**config.mk**
```make
export PLATFORM = sky130hd
export DESIGN_NAME = imem_loader_flat
export DESIGN_NICKNAME = d
export VERILOG_FILES = /design/src/rtl/imem_loader_if.sv /design/src/rtl/imem_loader.sv /design/src/flat_wrapper.sv
export SDC_FILE = /design/constraint.sdc
export NUM_CORES = 1
export LEC_CHECK = 0
export CORE_AREA = 2 2 114 116
export DETAILED_ROUTE_END_ITERATION = 8
export DIE_AREA = 0 0 116 118
export PLACE_DENSITY_LB_ADDON = 0.08
export SETUP_SLACK_MARGIN = 0.02
export SKIP_CTS_REPAIR_TIMING = 1
export SYNTH_ARGS = -nofsm -noshare
export SYNTH_HDL_FRONTEND = slang
export SYNTH_SLANG_ARGS = --single-unit
```
**constraint.sdc**
```tcl
create_clock -name clk -period 3.1 [get_ports clk]
set_input_delay 0.31 -clock clk [delete_from_list [all_inputs] [get_ports clk]]
set_output_delay 0.31 -clock clk [all_outputs]
set_load 0.005 [all_outputs]
```
**src/rtl/imem_loader_if.sv**
```systemverilog
// Byte-stream input and instruction-memory write port of the boot loader.
// The slave modport is the loader; the master modport is the host/memory side.
interface imem_loader_if #(
  parameter int ADDR_WIDTH = 6
);
  // Handshake: a byte moves on a rising edge where rx_valid & rx_ready are both 1.
  // The source holds rx_data stable while rx_valid is high and rx_ready is low.
  logic                  rx_valid;
  logic [7:0]            rx_data;
  logic                  rx_ready;
  logic                  imem_we;
  logic [ADDR_WIDTH-1:0] imem_addr;
  logic [31:0]           imem_wdata;

  modport slave (
    input  rx_valid, rx_data,
    output rx_ready, imem_we, imem_addr, imem_wdata
  );

  modport master (
    output rx_valid, rx_data,
    input  rx_ready, imem_we, imem_addr, imem_wdata
  );
endinterface

```
**src/rtl/imem_loader.sv**
```systemverilog
// Boot-time instruction-memory loader: framed byte stream in, little-endian words out,
// CPU held in reset until a checksum-verified program has been written.
module imem_loader #(
  parameter int ADDR_WIDTH = 6
) (
  input  logic                clk,
  input  logic                reset,
  input  logic                start,
  imem_loader_if.slave        bus,
  output logic                cpu_reset,
  output logic                busy,
  output logic                done,
  output logic                error,
  output logic [2:0]          dbg_state
);
  localparam logic [2:0] S_IDLE  = 3'd0;
  localparam logic [2:0] S_LEN0  = 3'd1;
  localparam logic [2:0] S_LEN1  = 3'd2;
  localparam logic [2:0] S_DATA  = 3'd3;
  localparam logic [2:0] S_CHECK = 3'd4;
  localparam logic [2:0] S_DONE  = 3'd5;
  localparam logic [2:0] S_ERROR = 3'd6;

  localparam logic [16:0] CAPACITY = 17'(1) << ADDR_WIDTH;

  logic [2:0]          state, next_state;
  logic [1:0]          byte_cnt;
  logic [ADDR_WIDTH:0] word_idx;
  logic [7:0]          len_lo;
  logic [15:0]         len;
  logic [7:0]          checksum;
  logic [23:0]         asm_reg;
  logic                accept;
  logic [15:0]         len_full;
  logic                last_word;
  logic                next_busy;

  assign dbg_state = state;
  assign accept    = bus.rx_valid & bus.rx_ready;
  assign len_full  = {bus.rx_data, len_lo};
  assign last_word = (16'(word_idx) == (len - 16'd1)) && (byte_cnt == 2'd3);
  assign next_busy = (next_state == S_LEN0) || (next_state == S_LEN1) ||
                     (next_state == S_DATA) || (next_state == S_CHECK);

  always_comb begin
    next_state = state;
    case (state)
      S_IDLE, S_DONE, S_ERROR: if (start) next_state = S_LEN0;
      S_LEN0: if (accept) next_state = S_LEN1;
      S_LEN1:
        if (accept) begin
          if ({1'b0, len_full} > CAPACITY) next_state = S_ERROR;
          else if (len_full == 16'd0)      next_state = S_CHECK;
          else                             next_state = S_DATA;
        end
      S_DATA:  if (accept && last_word) next_state = S_CHECK;
      S_CHECK: if (accept) next_state = (bus.rx_data == checksum) ? S_DONE : S_ERROR;
      default: next_state = S_IDLE;
    endcase
  end

  // Status outputs are registered from next_state so they track the state with no lag.
  always_ff @(posedge clk) begin
    if (reset) begin
      state          <= S_IDLE;
      byte_cnt       <= '0;
      word_idx       <= '0;
      len_lo         <= '0;
      len            <= '0;
      checksum       <= '0;
      asm_reg        <= '0;
      bus.rx_ready   <= 1'b0;
      bus.imem_we    <= 1'b0;
      bus.imem_addr  <= '0;
      bus.imem_wdata <= '0;
      cpu_reset      <= 1'b1;
      busy           <= 1'b0;
      done           <= 1'b0;
      error          <= 1'b0;
    end else begin
      state        <= next_state;
      bus.imem_we  <= 1'b0;
      bus.rx_ready <= next_busy;
      busy         <= next_busy;
      done         <= (next_state == S_DONE);
      error        <= (next_state == S_ERROR);
      cpu_reset    <= (next_state != S_DONE);
      case (state)
        S_IDLE, S_DONE, S_ERROR:
          if (start) begin
            byte_cnt <= '0;
            word_idx <= '0;
            checksum <= '0;
          end
        S_LEN0: if (accept) len_lo <= bus.rx_data;
        S_LEN1: if (accept) len <= len_full;
        S_DATA:
          if (accept) begin
            checksum <= checksum + bus.rx_data;
            byte_cnt <= byte_cnt + 2'd1;
            case (byte_cnt)
              2'd0: asm_reg[7:0]   <= bus.rx_data;
              2'd1: asm_reg[15:8]  <= bus.rx_data;
              2'd2: asm_reg[23:16] <= bus.rx_data;
              default: begin
                bus.imem_we    <= 1'b1;
                bus.imem_addr  <= word_idx[ADDR_WIDTH-1:0];
                bus.imem_wdata <= {bus.rx_data, asm_reg};
                word_idx       <= word_idx + 1'b1;
              end
            endcase
          end
        default: ;
      endcase
    end
  end
endmodule

```
**src/flat_wrapper.sv**
```systemverilog
// flat-port wrapper written by rule: the top's interface ports become plain ports
module imem_loader_flat 
#(
  parameter int ADDR_WIDTH = 6
)
  (clk, reset, start, cpu_reset, busy, done, error, dbg_state, bus_rx_valid, bus_rx_data, bus_rx_ready, bus_imem_we, bus_imem_addr, bus_imem_wdata);
  imem_loader_if #(.ADDR_WIDTH(ADDR_WIDTH)) bus_i ();
  input  logic clk;
  input  logic reset;
  input  logic start;
  output logic cpu_reset;
  output logic busy;
  output logic done;
  output logic error;
  output logic [2:0] dbg_state;
  input wire logic [$bits(bus_i.rx_valid)-1:0] bus_rx_valid;
  input wire logic [$bits(bus_i.rx_data)-1:0] bus_rx_data;
  output wire logic [$bits(bus_i.rx_ready)-1:0] bus_rx_ready;
  output wire logic [$bits(bus_i.imem_we)-1:0] bus_imem_we;
  output wire logic [$bits(bus_i.imem_addr)-1:0] bus_imem_addr;
  output wire logic [$bits(bus_i.imem_wdata)-1:0] bus_imem_wdata;
  assign bus_i.rx_valid = bus_rx_valid;
  assign bus_i.rx_data = bus_rx_data;
  assign bus_rx_ready = bus_i.rx_ready;
  assign bus_imem_we = bus_i.imem_we;
  assign bus_imem_addr = bus_i.imem_addr;
  assign bus_imem_wdata = bus_i.imem_wdata;
  imem_loader #(.ADDR_WIDTH(ADDR_WIDTH)) u_core (.clk(clk), .reset(reset), .start(start), .bus(bus_i), .cpu_reset(cpu_reset), .busy(busy), .done(done), .error(error), .dbg_state(dbg_state));
endmodule
```
# Yosys cells after proc, flatten, opt, wreduce, memory -nomap -nowiden
# Cells that the tools add are included.
# word_totals
out_inout_bits,47
elab_cells,86
regBits,111
# op_classes
addsub,4
magnitude_cmp,1
mux,20
n_reduce_logical,20
bitwise,4
n_eq_ne,21
# ops
cell,n
$mux W3,7
$mux W7,3
$eq A3 B3 Y1 const B,6
$eq A7 B16 Y1,1
$gt A16 B7 Y1 const B,1
$logic_not A16 Y1,1
$mux W8,2
$pmux W8 S2,1
$sub A16 B1 Y16 const B,1
$pmux W3 S5,1
$reduce_and A3 Y1,5
$pmux W7 S2,1
$eq A3 B2 Y1 const B,4
$reduce_or A3 Y1,3
$add A8 B8 Y8,1
$eq A8 B8 Y1,1
$add A7 B1 Y7 const B,1
$eq A3 B1 Y1 const B,2
$mux W2,3
$eq A2 B2 Y1 const B,2
$ne A2 B2 Y1 const B,2
$pmux W2 S2,1
$reduce_and A2 Y1,2
$reduce_and A4 Y1,1
other kinds (12),17

# Depth between registers and ports, before layout
# logic_depth
word_depth,10
mapped_depth,10
depth_no_buf,9

# Worst setup path after synthesis
# Ideal clock, no wire load.
# synth_path
path_type,register to register
start,register u_core.len[0]
end,register u_core.cpu_reset
setup_slack_ps,725
n_path_buf,1
arrival_ps,2255
path_stages_with_launch,11
cell_sequence,dfxtp_1 inv_1 ha_1 clkbuf_1 nand2_1 mux2_2 a211o_1 a2111oi_2 a31o_1 nand2b_1 or2_1
# synth_via
elab_chain_len,7
# synth_lines
item,line_no,rtl
from (decl),imem_loader.sv:30,logic [15:0] len;
from (signal assigned),imem_loader.sv:96,S_LEN1: if (accept) len <= len_full;
$sub A16 B1 Y16,imem_loader.sv:41,assign last_word = (16'(word_idx) == (len - 16'd1)) && (byte_cnt == 2'd3);
$eq A7 B16 Y1,imem_loader.sv:41,
$logic_and A1 B1 Y1,imem_loader.sv:41,
$logic_and A1 B1 Y1,imem_loader.sv:56,S_DATA: if (accept && last_word) next_state = S_CHECK;
$mux W3,imem_loader.sv:56,
$pmux W3 S5,imem_loader.sv:47,case (state)
$ne A3 B3 Y1,imem_loader.sv:87,cpu_reset <= (next_state != S_DONE);
to (signal assigned),imem_loader.sv:87,
to (decl),imem_loader.sv:10,"output logic cpu_reset,"
# Every way passes these cells.
# A chain may end at the register's enable or synchronous reset.

# Worst setup path after layout
# Same ends and word-level chain as after synthesis.

==> results_dict.tcl <==
set metrics [dict create \
    clkSlewWorstSetupHoldPaths_ns 0.07 \
    cts_htree_levels 3 \
    grt_first_pass_wirelength_um 20800 \
    syn_area_per_cell_um2 8.29 \
    place_congestion 0.838 \
    synth_top_area_share 0.456 \
    path_cells "inv_1, ha_1, mux2_2, a211o_1, a2111oi_2, a31o_1, nand2b_1, or2_1" \
    cts_sinks 111 \
    finalClockSkew_ns 0.00585 \
    drtIter0Drc 248 \
    post-route-cell-area_um2 5960 \
    max_cap_violations 0 \
    yosysUniqueCellTypes 57 \
    syn_area_um2 4880 \
    synth.most_common_cell "nand2_1" \
    synth_edf_count 0 \
    final_nets 664 \
    rr_startpoint "u_core.len[0]$_SDFFE_PP0P_" \
    dpl.hpwl_um 9140 \
    whs_ns 0.454 \
    core_area_um2 12400 \
    crit_slowest_cell "dfxtp_1" \
    grt_usage 0.193 \
    antenna_found_initial 0 \
    start_util 0.393 \
    drc 0 \
    syn2layout_area_growth_pct 22.2 \
    setup-tns-final_ns 0 \
    synth_ff_type "dfxtp_1" \
    path_max_fanout 9 \
    max_slew_margin 0.542 \
    yosys.area.top_type "dfxtp_1" \
    grt_pass1_vias 4045 \
    rr_worst_depth 8 \
    crit_buf_inv 1 \
    timing.rr.end "u_core.cpu_reset$_SDFF_PP1_" \
    syn_inst 588 \
    achievable-frequency_mhz 385 \
    io-pin-count 59 \
    detail_route.vias_per_cell 5.13 \
    critPathKind "reg2reg" \
    power_density_nw_per_um2 454 \
    dieWidth_um 116 \
    status "finished clean" \
    seq_area_frac_synth 0.456 \
    ys_ff_latch 111 \
    dieArea_um2 13700 \
    cp_top_family "compound AO/OA/AOI/OAI gates" \
    synthArstFlopShare 0 \
    hold_start "u_core.bus.imem_wdata[6]$_SDFFE_PP0P_" \
    rsz0062_at_grt "false" \
    grt-ovfl-total 0 \
    synth.area.top_cells "dfxtp_1 (46%), nand2_1 (9.1%), a21oi_1 (8.4%), mux2i_1 (4.9%), nor2_1 (3.9%)" \
    setup_viol 0 \
    drive_above_1_share 0.0796 \
    vias 4169 \
    leakagePower_uw 0.00209 \
    n_antenna_cell 0 \
    startpoint_type "flop" \
    crit_path_end_kind "flop" \
    hold_viol 0 \
    clk_latency_ns 0.35 \
    portBuffers 58 \
    peakVddDrop_mv 0.206 \
    cts_buffers 9 \
    syn-num-nets 615 \
    synth_common_cells "nand2_1 (118), dfxtp_1 (111), a21oi_1 (82)" \
    fin_crit_sh 0.838 \
    critPathMaxStageDelay_ns 0.45 \
    grt_max_degree 68 \
    num_rows 41 \
    post_dp_cell_area_um2 5680 \
    finalCriticalPeriod_ns 2.60 \
    arrival_ns 2.84 \
    min_to "u_core.bus.imem_wdata[6]$_SDFFE_PP0P_" \
    cts_root_buffer "clkbuf_16" \
    fp.dieH_um 118 \
    cts_tree "done" \
    worstHoldPathCells 2 \
    hold_class "reg2reg" \
    largest_reg_flops 32 \
    wl_per_cell_um 15.5 \
    wirelength_um 12600 \
    rrSetupSlack_ns 0.50 \
    cts_max_path_buffers 2 \
    worst_slew_pin_slew_ns 0.687 \
    final_antenna_net_count 0 \
    cp.required_ns 3.34 \
    dr.pass1.iters 4 \
    yosys_warnings 0 \
    drv_slew 0 \
]
-- worst register-to-register path, cell delays in order, from the launching register on --
cell and delay (ns):
dfxtp_1 0.45, inv_1 0.09, ha_1 0.32, mux2_2 0.31, a211o_1 0.30, a2111oi_2 0.44, a31o_1 0.23, nand2b_1 0.12
or2_1 0.23
-- power breakdown --
part	switching (uW)	total [uW]	internal [uW]
combinational	94.8	157	62.4
sequential	14.7	1450	1430
clock	546	1100	555
-- worst max-delay path by stage --
stage / to / startpoint / depth (start not counted) / slack (ns)
global placement: u_core.cpu_reset$_SDFF_PP1_ / bus_rx_data[4] / 9 / 0.35
finish: u_core.cpu_reset$_SDFF_PP1_ / u_core.len[0]$_SDFFE_PP0P_ / 8 / 0.50
detailed placement: u_core.cpu_reset$_SDFF_PP1_ / bus_rx_data[1] / 9 / 0.34
global route: u_core.cpu_reset$_SDFF_PP1_ / u_core.len[0]$_SDFFE_PP0P_ / 9 / 0.28
CTS: u_core.cpu_reset$_SDFF_PP1_ / u_core.len[0]$_SDFFE_PP0P_ / 8 / 0.50
floorplan: u_core.cpu_reset$_SDFF_PP1_ / u_core.len[0]$_SDFFE_PP0P_ / 10 / 0.72
-- cells in the final DEF (no fill, tap or decap), drive strengths merged, types with 5 or more instances in the layout --
master / instances
dfxtp: 111
nand4: 5
nor4: 6
or4: 5
ha: 14
mux2i: 24
a21oi: 83
nor2: 51
clkbuf: 9
buf: 21
clkdlybuf4s50: 57
xor2: 14
inv: 11
nor3: 18
xnor2: 8
nand2: 118
nand3: 33
-- per-layer routing --
| metal | track usage | vias up | share of wire |
|---|---|---|---|
| met2 | 0.299 | 75 | 0.46 |
| met4 | 0.0766 | 0 | 0.019 |
| met1 | 0.269 | 1969 | 0.49 |
| li1 | - | 2107 | - |
| met5 | 0 | - | 0 |
| met3 | 0.0278 | 18 | 0.032 |
-- cell families (layout without fill, tap and decap cells) --
kind of cell / Yosys count / count (layout) / share of synthesized area
simple gates: 256 / 256 / 0.240
fa+ha+maj: 15 / 15 / 0.0400
buf+inv: 48 / 101 / 0.0405
flops: 111 / 111 / 0.456
mux: 26 / 26 / 0.0539
xor+xnor: 22 / 22 / 0.0395
compound gates: 110 / 110 / 0.131
-- through the flow --
step	worst slack [ns]	util	power, uW	std cells
after floorplan	0.725	-	1560	588
after global placement	0.349	0.457	1630	798
after detailed placement	0.336	0.457	1640	798
after CTS	0.501	0.480	2740	813
after global routing	0.284	0.480	2800	813
final	0.501	0.480	2700	813
-- final cells by class --
cell class	count	area (um^2)
fillers	1273	6460
multi-input cells	429	2470
inverters	8	30.0
repair buffers	78	741
clock buffers	9	225
well taps	172	215
clock inverters	6	53.8
flip-flops and latches	111	2220
No activity file was read; power rests on OpenSTA's default activity.
